### src/rtl/control_sequencer.sv
// Multi-cycle instruction control FSM: fetch/decode/execute/memory/writeback/halt.
// Define CONTROL_SEQUENCER_BLT_EN to let opcode 0111 branch on LT_flag; otherwise it retires as a NOP.
module control_sequencer #(
  parameter int OP_W  = 4,
  parameter int ALU_W = 2,
  parameter int CNT_W = 16
) (
  input  logic             clock,
  input  logic             control_reset,
  input  logic [OP_W-1:0]  opcode,
  input  logic             mem_ready,
  input  logic             branch_flag,
  input  logic             LT_flag,
  output logic [2:0]       state,
  output logic [OP_W-1:0]  opcode_store,
  output logic [ALU_W-1:0] alu_control,
  output logic             PC_EN,
  output logic             ten_branch,
  output logic             read_1EN,
  output logic             read_2EN,
  output logic             EN_mem_add,
  output logic             RAM_wrEN,
  output logic             reg_file_wrEN,
  output logic             write_reg_from_memory,
  output logic             EN_output,
  output logic             PC_reset,
  output logic             reset_reg_file,
  output logic             mem_add_reset,
  output logic             output_reset,
  output logic             halted,
  output logic [CNT_W-1:0] retired_count
);

  typedef enum logic [2:0] {
    S_FETCH  = 3'd0,
    S_DECODE = 3'd1,
    S_EXEC   = 3'd2,
    S_MEM    = 3'd3,
    S_WB     = 3'd4,
    S_HALT   = 3'd5
  } state_t;

`ifdef CONTROL_SEQUENCER_BLT_EN
  localparam logic BLT_EN = 1'b1;
`else
  localparam logic BLT_EN = 1'b0;
`endif

  state_t cur_state, nxt_state;
  logic   retire;

  logic [3:0] op_lo;
  logic upper_bad, is_nop, is_alu, is_load, is_store, is_beq, is_blt, is_out, is_halt, is_illegal;
  logic take_branch;

  assign state     = cur_state;
  assign op_lo     = opcode_store[3:0];
  assign upper_bad = |(opcode_store >> 4);
  assign is_nop    = !upper_bad && op_lo == 4'h0;
  assign is_alu    = !upper_bad && (op_lo == 4'h1 || op_lo == 4'h2 || op_lo == 4'h3);
  assign is_load   = !upper_bad && op_lo == 4'h4;
  assign is_store  = !upper_bad && op_lo == 4'h5;
  assign is_beq    = !upper_bad && op_lo == 4'h6;
  assign is_blt    = !upper_bad && op_lo == 4'h7;
  assign is_out    = !upper_bad && op_lo == 4'h8;
  assign is_halt   = !upper_bad && op_lo == 4'hF;
  assign is_illegal = !(is_nop || is_alu || is_load || is_store || is_beq ||
                        is_blt || is_out || is_halt);
  assign take_branch = (is_beq && branch_flag) || (BLT_EN && is_blt && LT_flag);

  always_comb begin
    nxt_state = cur_state;
    retire    = 1'b0;
    case (cur_state)
      S_FETCH:  if (mem_ready) nxt_state = S_DECODE;
      S_DECODE: begin
        if (is_halt || is_illegal) begin
          nxt_state = S_HALT;
        end else if (is_nop || (is_blt && !BLT_EN)) begin
          nxt_state = S_FETCH;
          retire    = 1'b1;
        end else begin
          nxt_state = S_EXEC;
        end
      end
      S_EXEC: begin
        if (is_alu) begin
          nxt_state = S_WB;
        end else if (is_load || is_store) begin
          nxt_state = S_MEM;
        end else begin
          nxt_state = S_FETCH;
          retire    = 1'b1;
        end
      end
      S_MEM: begin
        if (is_store) begin
          nxt_state = S_FETCH;
          retire    = 1'b1;
        end else if (mem_ready) begin
          nxt_state = S_WB;
        end
      end
      S_WB: begin
        nxt_state = S_FETCH;
        retire    = 1'b1;
      end
      S_HALT:  nxt_state = S_HALT;
      default: nxt_state = S_FETCH;
    endcase
  end

  // Datapath controls are decoded directly from the current state so they line up with it.
  always_comb begin
    alu_control           = '0;
    PC_EN                 = 1'b0;
    ten_branch            = 1'b0;
    read_1EN              = 1'b0;
    read_2EN              = 1'b0;
    EN_mem_add            = 1'b0;
    RAM_wrEN              = 1'b0;
    reg_file_wrEN         = 1'b0;
    write_reg_from_memory = 1'b0;
    EN_output             = 1'b0;
    halted                = 1'b0;
    PC_reset              = control_reset;
    reset_reg_file        = control_reset;
    mem_add_reset         = control_reset;
    output_reset          = control_reset;
    if (!control_reset) begin
      case (cur_state)
        S_FETCH:  PC_EN = mem_ready;
        S_DECODE: begin
          read_1EN = 1'b1;
          read_2EN = 1'b1;
        end
        S_EXEC: begin
          if (is_alu && op_lo == 4'h2) alu_control = ALU_W'(1);
          if (is_alu && op_lo == 4'h3) alu_control = ALU_W'(2);
          EN_mem_add = is_load || is_store;
          EN_output  = is_out;
          PC_EN      = take_branch;
          ten_branch = take_branch;
        end
        S_MEM: RAM_wrEN = is_store;
        S_WB: begin
          reg_file_wrEN         = 1'b1;
          write_reg_from_memory = is_load;
        end
        S_HALT:  halted = 1'b1;
        default: ;
      endcase
    end
  end

  always_ff @(posedge clock) begin
    if (control_reset) begin
      cur_state     <= S_FETCH;
      opcode_store  <= '0;
      retired_count <= '0;
    end else begin
      cur_state <= nxt_state;
      if (cur_state == S_FETCH && mem_ready) opcode_store <= opcode;
      if (retire && retired_count != '1) retired_count <= retired_count + CNT_W'(1);
    end
  end

endmodule
### config.mk
export PLATFORM = sky130hd
export DESIGN_NAME = control_sequencer
export DESIGN_NICKNAME = d
export VERILOG_FILES = /design/src/rtl/control_sequencer.sv
export SDC_FILE = /design/constraint.sdc
export NUM_CORES = 1
export LEC_CHECK = 0
export CORE_MARGIN = 2
export CORE_UTILIZATION = 48
export CTS_BUF_LIST = sky130_fd_sc_hd__clkbuf_4 sky130_fd_sc_hd__clkbuf_8
export CTS_CLUSTER_SIZE = 28
export DETAILED_ROUTE_END_ITERATION = 10
export PLACE_DENSITY_LB_ADDON = 0.08
export SYNTH_ARGS = -nofsm -noshare
export SYNTH_HDL_FRONTEND = slang
export SYNTH_SLANG_ARGS = --single-unit
### constraint.sdc
create_clock -name clock -period 2.2 [get_ports clock]
set_input_delay 0.44 -clock clock [delete_from_list [all_inputs] [get_ports clock]]
set_output_delay 0.44 -clock clock [all_outputs]
set_load 0.005 [all_outputs]
==> metrics.txt <==
row cnt=20; max incr delay on CP=400 ps; # clock sinks=23; number of port buffers=46; H-tree depth=1; Synth Area in Simple Gates=35.4%; Mapped Cells=196; Worst path slowest cell=or3_4; Avg WL per Cell=14.2 µm; sequential share of the synthesized area=29.9%; Design Area, Final=2350 µm²; Avg Cell Area, Syn=7.85 µm²; Post-Synth Adder-Cell Area=0.813%; vias per cell=5.76; leading post-synthesis cells by cell area=dfxtp_1, nor2_1, a21oi_1; Tcrit/Tclk final=99.9%; RSZ-0062 raised after global routing=true; ANT cells=0; delay-heaviest family, CP=simple AND/OR/NAND/NOR gates; drt pass-1 iters=4; post-synthesis async set-or-reset flop share=0%; Max clock buf depth=2; crit path DAT=2410 ps; area fraction of the dominant cell type after synthesis=29.9%; crit path max fanout=26; critical path class=flip-flop to flip-flop; setup TNS=0 ps; GPL Wtd Cong=0.894; total power=1060 µW; VDD IR max=0.281 mV; DP Area=2140 µm²; HPWL after DPL=2.95 mm; Worst slew margin=77.4%; Seq cells post-synth=23; Highest Clock Rate=455 MHz; Slew Limit Fails=0; number of synthesized flops with an enable pin=0; drt total wl=4.36 mm; Core Area=3050 µm²; buffers plus inverters on the worst setup path=2; Synth Warn #=0; initial antenna violation count=0; largest area contributor in the netlist=dfxtp_1; GRT Overall Usage=24.3%; nets=273; Slew @ Worst Pin=339 ps; DIE AREA=3680 µm²; critical path, cell by cell=buf_4, or3_4, a2111oi_4, a311oi_2, buf_12, nor4b_4, mux2_2; largest family of logic cells by synthesized area=simple AND/OR/NAND/NOR gates; power density over the cells=449 nW/µm²; mux contribution to synthesized area=7.07%; status=finished, final reports clean; Synth cell types=40; CP startpoint kind=flip-flop; Boundary Pins=48; first-pass GRT wire length=6.97 mm; largest net degree at the start of global routing=34; DRT iter0 DRCs=126; Via Count=1764; minimum clock period=2200 ps; Clock Tree Root=clkbuf_4; final setup skew=3.75 ps; Worst Path Required=2410 ps; CTS tree=built; layout cells sized above 1=27.9%; Final Hold Fails=0; Syn-to-layout area delta=53.0%; CTS Hold Buffers Added=0; CTS clk-pin slew, worst paths=140 ps; Setup WS pre-CTS=-239 ps; global route overflow=0; vias in the first global route=1551; Die Y=60.6 µm; XOR/XNOR share of the synthesized area=0.569%; fill cell count=226; DRT antenna net count=0; worst hold-check path type=flip-flop to flip-flop; DRC Markers=0; top_reg_cell synth=dfxtp_1; latest clock arrival within the worst-skew pair=310 ps; starting density of the core=50.4%; synthesized area=1540 µm²; syn_nets=206; Compound-Gate Fraction of Synth Area=17.9%; Lkg Pwr=0.000896 µW; most common cell in the netlist=nor2_1; Setup WS post-layout=2.30 ps; Post-synth top cells=nor2_1, dfxtp_1, a21oi_1; number of buffers created by CTS=3; Worst setup EP type=flip-flop; chip width=60.6 µm; final core utilization=77.1%; Final setup viols=0; max-cap violation count=0
[worst paths after layout]
path                          start                 to  slack (ps)  cells past startpoint
setup reg to reg    opcode_store[0]   retired_count[3]           2                      7
setup / recovery    opcode_store[0]   retired_count[3]           2                      7
hold reg to reg   retired_count[15]  retired_count[15]         530                      2
hold / removal    retired_count[15]  retired_count[15]         530                      2
[cell usage in the layout (no fill, tap or decap), types with 2 or more instances in the layout]
master            n
clkdlybuf4s50_1  39
buf_4            33
nor2_1           23
dfxtp_1          17
a21oi_1          16
nand2_1           9
nand4_1           9
nand3_1           8
nor3_1            7
o31ai_1           7
mux2_2            6
o21ai_0           6
nor2b_1           6
or4_1             5
and3_1            4
inv_1             4
or3_1             3
mux2i_1           3
clkbuf_4          3
dfxtp_4           3
dfxtp_2           3
dlygate4sd2_1     3
nor2_2            2
nor2_4            2
nor2b_4           2
nor4_1            2
and4_1            2
a211oi_1          2
a32o_1            2
clkbuf_2          2
dlymetal6s2s_1    2
[per-layer routing]
| metal | vias up | track usage (%) | routed length [µm] | share of wire (%) |
|---|---|---|---|---|
| met3 | 2 | 2.13 | 216 | 5.0 |
| met4 | 0 | 4.04 | 12 | 0.28 |
| li1 | 853 | - | - | - |
| met2 | 61 | 41.2 | 2150 | 49 |
| met5 | - | 0 | 0 | 0 |
| met1 | 848 | 34.4 | 1980 | 45 |
[registers in the layout, summed over array words and instances (netlist names)]
register / count
retired_count: 16
opcode_store: 4
state: 3
[cell families after synthesis]
group / count (synthesis)
flops: 23
fa+ha+maj: 1
xor+xnor: 1
mux: 10
buf+inv: 22
simple gates: 100
compound gates: 39
[worst register-to-register path, stage by stage (launching register included)]
cell	delay (ps)
dfxtp_4	370
buf_4	140
or3_4	400
a2111oi_4	300
a311oi_2	90
buf_12	190
nor4b_4	270
mux2_2	350
[area by class of cell]
| class | instances | area (µm²) | share of cell area [%] |
|---|---|---|---|
| Clock inverter | 1 | 5.00 | 0.213 |
| Tap cell | 44 | 55.1 | 2.34 |
| Multi-Input combinational cell | 151 | 1060 | 45.1 |
| Sequential cell | 23 | 475 | 20.2 |
| Inverter | 4 | 15.0 | 0.638 |
| Clock buffer | 3 | 22.5 | 0.956 |
| Timing Repair Buffer | 80 | 719 | 30.6 |
[what timing repair did]
item                       4_1_cts  5_1_grt
buffers inserted                 7        2
setup endpoints to repair       15       18
gates resized for setup         28       17
gates cloned                     0        0
pin swaps                        5        1
[power breakdown]
group	leakage, µW	internal, µW	switching [µW]	total [µW]
registers	0.000190	431	23.2	455
logic	0.000689	194	210	404
clock network	0.0000177	67.8	132	200
[through the flow]
| stage | hold WS, ps | std cells |
|---|---|---|
| finish | 530 | 306 |
| CTS | 516 | 304 |
| global placement | 485 | 293 |
| global route | 562 | 306 |
| detailed placement | 509 | 293 |
| floorplan | 480 | 196 |
Power figures use the tool's default switching activity.
